## src/rtl/mips_bus_pkg.sv

```systemverilog
// rtl/mips_bus_pkg.sv - shared state encoding and default widths for the Harvard bus bridge
package mips_bus_pkg;

    localparam int DEF_ADDR_W = 32;
    localparam int DEF_DATA_W = 32;

    typedef enum logic [1:0] {
        ST_IDLE = 2'd0,
        ST_BUS  = 2'd1,
        ST_DONE = 2'd2
    } bridge_state_t;

    function automatic int idx_width(input int n);
        return (n > 1) ? $clog2(n) : 1;
    endfunction

endpackage

```

## src/rtl/mips_bus_arbiter.sv

```systemverilog
// rtl/mips_bus_arbiter.sv - requester arbiter; rotating priority when MIPS_BRIDGE_ROUND_ROBIN_EN is defined
module mips_bus_arbiter
    import mips_bus_pkg::*;
#(
    parameter int N_PORTS = 2,
    parameter int IDX_W   = idx_width(N_PORTS)
) (
`ifdef MIPS_BRIDGE_ROUND_ROBIN_EN
    input  logic               clk,
    input  logic               reset,
    input  logic               accept,
`endif
    input  logic [N_PORTS-1:0] req,
    output logic [N_PORTS-1:0] grant,
    output logic [IDX_W-1:0]   grant_idx
);

`ifdef MIPS_BRIDGE_ROUND_ROBIN_EN
    logic [IDX_W-1:0] last;
    int               dist;
    int               best_dist;

    always_ff @(posedge clk or negedge reset) begin
        if (!reset) begin
            last <= '0;
        end else if (accept) begin
            last <= grant_idx;
        end
    end

    // Smallest distance past the last granted port wins.
    always_comb begin
        grant     = '0;
        grant_idx = '0;
        dist      = 0;
        best_dist = N_PORTS;
        for (int j = 0; j < N_PORTS; j++) begin
            dist = (j + N_PORTS - 1 - int'(last)) % N_PORTS;
            if (req[j] && (dist < best_dist)) begin
                best_dist = dist;
                grant     = '0;
                grant[j]  = 1'b1;
                grant_idx = IDX_W'(j);
            end
        end
    end
`else
    always_comb begin
        grant     = '0;
        grant_idx = '0;
        for (int j = N_PORTS - 1; j >= 0; j--) begin
            if (req[j]) begin
                grant     = '0;
                grant[j]  = 1'b1;
                grant_idx = IDX_W'(j);
            end
        end
    end
`endif

endmodule

```

## src/rtl/mips_harvard_bus_bridge.sv

```systemverilog
// rtl/mips_harvard_bus_bridge.sv - multi-requester to single Avalon-style master bridge (MIPS_BRIDGE_ROUND_ROBIN_EN selects rotating grant)
module mips_harvard_bus_bridge
    import mips_bus_pkg::*;
#(
    parameter int ADDR_W  = DEF_ADDR_W,
    parameter int DATA_W  = DEF_DATA_W,
    parameter int N_PORTS = 2
) (
    input  logic                              clk,
    input  logic                              reset,
    input  logic [N_PORTS-1:0][ADDR_W-1:0]    req_address,
    input  logic [N_PORTS-1:0]                req_read,
    input  logic [N_PORTS-1:0]                req_write,
    input  logic [N_PORTS-1:0][DATA_W-1:0]    req_writedata,
    input  logic [N_PORTS-1:0][DATA_W/8-1:0]  req_byteenable,
    output logic [N_PORTS-1:0][DATA_W-1:0]    req_readdata,
    output logic [N_PORTS-1:0]                req_stall,
    output logic [ADDR_W-1:0]                 bus_address,
    output logic                              bus_read,
    output logic                              bus_write,
    output logic [DATA_W-1:0]                 bus_writedata,
    output logic [DATA_W/8-1:0]               bus_byteenable,
    input  logic [DATA_W-1:0]                 bus_readdata,
    input  logic                              bus_waitrequest,
    output logic                              busy
);

    localparam int BE_W  = DATA_W / 8;
    localparam int IDX_W = idx_width(N_PORTS);

    bridge_state_t        state, state_next;
    logic [N_PORTS-1:0]   req_any, grant;
    logic [IDX_W-1:0]     grant_idx, grant_q;
    logic                 accept, complete;
    logic [ADDR_W-1:0]    sel_addr;
    logic [DATA_W-1:0]    sel_wdata;
    logic [BE_W-1:0]      sel_be;
    logic                 sel_wr;

    assign req_any = req_read | req_write;

    mips_bus_arbiter #(
        .N_PORTS (N_PORTS),
        .IDX_W   (IDX_W)
    ) u_arbiter (
`ifdef MIPS_BRIDGE_ROUND_ROBIN_EN
        .clk       (clk),
        .reset     (reset),
        .accept    (accept),
`endif
        .req       (req_any),
        .grant     (grant),
        .grant_idx (grant_idx)
    );

    always_ff @(posedge clk or negedge reset) begin
        if (!reset) begin
            state <= ST_IDLE;
        end else begin
            state <= state_next;
        end
    end

    always_comb begin
        state_next = state;
        accept     = 1'b0;
        complete   = 1'b0;
        case (state)
            ST_IDLE: if (|req_any) begin
                accept     = 1'b1;
                state_next = ST_BUS;
            end
            ST_BUS: if (!bus_waitrequest) begin
                complete   = 1'b1;
                state_next = ST_DONE;
            end
            ST_DONE: state_next = ST_IDLE;
            default: state_next = ST_IDLE;
        endcase
    end

    // Write wins when a port raises both strobes.
    always_comb begin
        sel_addr  = '0;
        sel_wdata = '0;
        sel_be    = '0;
        sel_wr    = 1'b0;
        for (int i = 0; i < N_PORTS; i++) begin
            if (grant[i]) begin
                sel_addr  = req_address[i];
                sel_wdata = req_writedata[i];
                sel_be    = req_byteenable[i];
                sel_wr    = req_write[i];
            end
        end
    end

    always_ff @(posedge clk or negedge reset) begin
        if (!reset) begin
            bus_address    <= '0;
            bus_writedata  <= '0;
            bus_byteenable <= '0;
            bus_read       <= 1'b0;
            bus_write      <= 1'b0;
            grant_q        <= '0;
        end else if (accept) begin
            bus_address    <= sel_addr;
            bus_writedata  <= sel_wdata;
            bus_byteenable <= sel_be;
            bus_read       <= !sel_wr;
            bus_write      <= sel_wr;
            grant_q        <= grant_idx;
        end else if (complete) begin
            bus_read       <= 1'b0;
            bus_write      <= 1'b0;
        end
    end

    always_ff @(posedge clk or negedge reset) begin
        if (!reset) begin
            req_readdata <= '0;
        end else begin
            for (int i = 0; i < N_PORTS; i++) begin
                if (complete && (grant_q == IDX_W'(i))) begin
                    req_readdata[i] <= bus_write ? '0 : bus_readdata;
                end
            end
        end
    end

    always_comb begin
        req_stall = '0;
        for (int i = 0; i < N_PORTS; i++) begin
            req_stall[i] = req_any[i] & ~((state == ST_DONE) && (grant_q == IDX_W'(i)));
        end
    end

    assign busy = (state != ST_IDLE);

endmodule

```

## config.mk

```make
export PLATFORM = sky130hd
export DESIGN_NAME = mips_harvard_bus_bridge
export DESIGN_NICKNAME = d
export VERILOG_FILES = /design/src/rtl/mips_bus_pkg.sv /design/src/rtl/mips_bus_arbiter.sv /design/src/rtl/mips_harvard_bus_bridge.sv
export SDC_FILE = /design/constraint.sdc
export NUM_CORES = 1
export LEC_CHECK = 0
export ABC_AREA = 1
export CAP_MARGIN = 20
export CORE_UTILIZATION = 37
export CTS_CLUSTER_SIZE = 28
export DETAILED_ROUTE_END_ITERATION = 16
export GPL_ROUTABILITY_DRIVEN = 0
export MAX_ROUTING_LAYER = met4
export PLACE_DENSITY = 0.74
export SKIP_LAST_GASP = 1
export SYNTH_ARGS = -nofsm -noshare
export SYNTH_HDL_FRONTEND = slang
export SYNTH_SLANG_ARGS = --single-unit
export TNS_END_PERCENT = 1
```

## constraint.sdc

```tcl
create_clock -name clk -period 1.2 [get_ports clk]
set_input_delay 0.12 -clock clk [delete_from_list [all_inputs] [get_ports clk]]
set_output_delay 0.12 -clock clk [all_outputs]
set_load 0.02 [all_outputs]
```

==> results of run 1 <==
[repair_timing]
action / in CTS / in global routing
buffers inserted: 2 / 1
hold buffers: 1 / 0
hold endpoints to repair: 137 / 0
resized for setup: 152 / 12
cloned: 0 / 3
pin swaps: 3 / 2
endpoints found under the setup margin: 273 / 273
[power breakdown]
part	internal, uW	switching, uW	total (uW)
sequential	6890	1190	8080
clock	3190	2090	5270
combinational	4770	7590	12400
[worst paths after layout]
kind	startpoint	end	slack [ns]	cells after the start
worst min register to register	req_readdata[12]$_DFFE_PN0P_	req_readdata[12]$_DFFE_PN0P_	0.46	2
worst min-delay path	reset	bus_writedata[26]$_DFFE_PN0P_	0.29	3
max in group asynchronous	reset	bus_writedata[31]$_DFFE_PN0P_	0.47	3
worst max register to register	state[1]$_DFFE_PN0P_	req_readdata[10]$_DFFE_PN0P_	-0.22	8
worst max-delay path	state[1]$_DFFE_PN0P_	req_readdata[10]$_DFFE_PN0P_	-0.22	8
min in group clk	req_writedata[12]	bus_writedata[12]$_DFFE_PN0P_	0.32	5
[synthesized netlist by cell type]
library cell | n | share of area
nand2_1 | 544 | 0.32
dfrtp_1 | 137 | 0.53
nand3_1 | 72 | 0.056
inv_1 | 40 | 0.023
nor2_1 | 36 | 0.021
buf_2 | 28 | 0.022
clkbuf_1 | 16 | 0.0094
buf_1 | 4 | 0.0023
inv_2 | 4 | 0.0023
buf_4 | 3 | 0.0035
nor2_2 | 2 | 0.0019
nand2_2 | 1 | 0.00098
nand3b_2 | 1 | 0.0018
nor2_4 | 1 | 0.0018
o21ai_0 | 1 | 0.00078
o21ai_1 | 1 | 0.00078
[final cells by class]
class | count | area share
Antenna cell | 1 | 0.0002361
Clock buffer | 19 | 0.04274
Clock inverter | 13 | 0.01358
Inverter | 44 | 0.01582
Multi-Input combinational cell | 659 | 0.2489
Sequential cell | 137 | 0.3235
Tap cell | 220 | 0.02597
Timing Repair Buffer | 353 | 0.3293
[metal layers]
layer | vias to the layer above | share of wire
met3 | 45 | 0.086
met4 | 0 | 0.026
li1 | 3338 | -
met2 | 275 | 0.47
met1 | 3100 | 0.42
met5 | - | 0
[cells in the final DEF, fill, tap and decap left out, types with 2 or more instances in the layout]
cell type	instances
clkbuf_16	20
nand3_1	72
inv_1	39
o21ai_2	2
bufinv_16	2
nand2_1	540
inv_6	2
buf_4	24
nand2_2	3
nor2_1	35
clkdlybuf4s50_1	173
dfrtp_1	137
clkinv_4	5
buf_12	14
clkbuf_8	2
nor2_4	3
nand2_4	2
buf_6	3
clkinv_2	3
dlygate4sd2_1	134
inv_2	4
[through the flow]
stage,setup TNS (ns),power (uW),std cells,hold slack (ns)
after floorplan,-2.235,14640,891,-0.1756
after global placement,-38.64,21590,1406,0.1200
after detailed placement,-41.41,21790,1406,0.1252
after CTS,-28.52,25650,1441,0.2644
after global routing,-43.40,27400,1446,0.3068
final,-23.94,25720,1446,0.2879
[kinds of logic (layout without fill, tap and decap cells)]
family	count (synthesis)	in the layout	synth area share
buffers and inverters	95	429	0.06275
flip-flops	137	137	0.5340
other	0	1	0
AND/OR/NAND/NOR	657	657	0.4017
AO/OA/AOI/OAI	2	2	0.001558
[critical path, delay by kind of cell (launching register included)]
kind | cells | cell delay (ns)
simple gates | 4 | 0.34
buf+inv | 4 | 0.53
flops | 1 | 0.44
[registers in the layout, indices dropped and copies added (netlist names)]
name and flops:
req_readdata 64, bus_address 32, bus_writedata 32, bus_byteenable 4
state 2, bus_read 1, bus_write 1, grant_q 1
==> impl_metrics.json, run 1 <==
{
  "status": "finished with violations",
  "failed_checks": "negative setup slack",
  "final_nets": 1387,
  "worstPathArrival_ns": 1.73,
  "start_util": 0.3831,
  "required_ns": 1.51,
  "yosysUniqueCellTypes": 16,
  "grtUsageMet3": 0.07686,
  "port_buffers": 311,
  "cpPeakStageDelay_ns": 0.44,
  "ff_latch_area_sq_um": 3428,
  "wl_per_cell_um": 14.99,
  "dieArea_sq_um": 17880,
  "crit_top_cell": "nand2_1",
  "cts_tree": "done",
  "grt_start_max_net_pins": 86,
  "worstPathMaxFanout": 16,
  "cts.sinks": 137,
  "die_w_um": 133.7,
  "fillers": 1534,
  "setup_viol": 271,
  "clkTransAtPathRegs_ns": 0.06,
  "synth_nets": 1066,
  "ys_warn_count": 0,
  "hold_viol_final": 0,
  "placed_area_sq_um": 10010,
  "ctsRootBufferMaster": "clkbuf_16",
  "path_cells": "buf_4, inv_2, nand3b_4, inv_4, nand2_2, clkbuf_16, nand2_1, nand2_1",
  "track_usage": 0.2528,
  "drv_cap": 0,
  "cp_slowest_cell": "dfrtp_1",
  "use_met1": 0.2999,
  "crit_path_end_kind": "register",
  "grt_pass1_vias": 6497,
  "fp.dieH_um": 133.7,
  "finalInstanceArea_sq_um": 10600,
  "busiest_layer": "met2",
  "dr_total_vias": 6758,
  "hp-class": "input pin to async pin",
  "start_kind": "register",
  "detail_route.iter0.violations": 239,
  "worst_pin_slew_ns": 0.4834,
  "period_share": 1.184,
  "finClkSkew_ns": 0.01088,
  "finalCriticalPeriod_ns": 1.421,
  "netlist_area_sq_um": 6420,
  "ant_nets": 0,
  "drc": 0,
  "grt-ovfl-total": 0,
  "rsz0062_at_grt": "yes",
  "finalWirelength_um": 21680,
  "fin_ws_ns": -0.2208,
  "critical_path_class": "register to register",
  "synth-seq-cells": 137,
  "viasPerCell": 4.674,
  "syn2layout_area_growth_pct": 65.08,
  "dp_hpwl_um": 15020,
  "slew_viol_final": 0,
  "relSlewSlack": 0.6777,
  "netlist_instances": 891,
  "grt_pass1_wl_um": 33610,
  "htreeDepth": 4,
  "drive_gt1_frac": 0.07673,
  "multi_input_area_sq_um": 2638,
  "cts_buffer_depth": 2,
  "boundaryPins": 312,
  "utilization": 0.6323,
  "max_freq_mhz": 703.9,
  "core_area_sq_um": 16760,
  "ir_drop_mv": 1.114,
  "power.leakage_uw": 0.005968,
  "syn_avg_cell_area_sq_um": 7.205,
  "worstSkewPairLatency_ns": 0.42,
  "met2_usage": 0.3993,
  "antenna_found_initial": 1,
  "cts_buffers": 17,
  "pre_cts_ws_ns": -0.4670,
  "drt-pass1-iter-count": 6,
  "row_count": 47,
  "p_per_area_nw_per_um2": 2427,
  "yosysSeqAreaShare": 0.5340
}
Note: power is estimated with default switching activity, not from simulation.
==> run 2, diff against run 1 <==
--- a/config.mk
+++ b/config.mk
@@ -10,7 +10,6 @@
 export CORE_UTILIZATION = 37
 export CTS_CLUSTER_SIZE = 28
 export DETAILED_ROUTE_END_ITERATION = 16
-export GPL_ROUTABILITY_DRIVEN = 0
 export MAX_ROUTING_LAYER = met4
 export PLACE_DENSITY = 0.74
 export SKIP_LAST_GASP = 1
==> results of run 2 <==
Same layout as run 1: the final DEF is identical, and so are final timing and power.
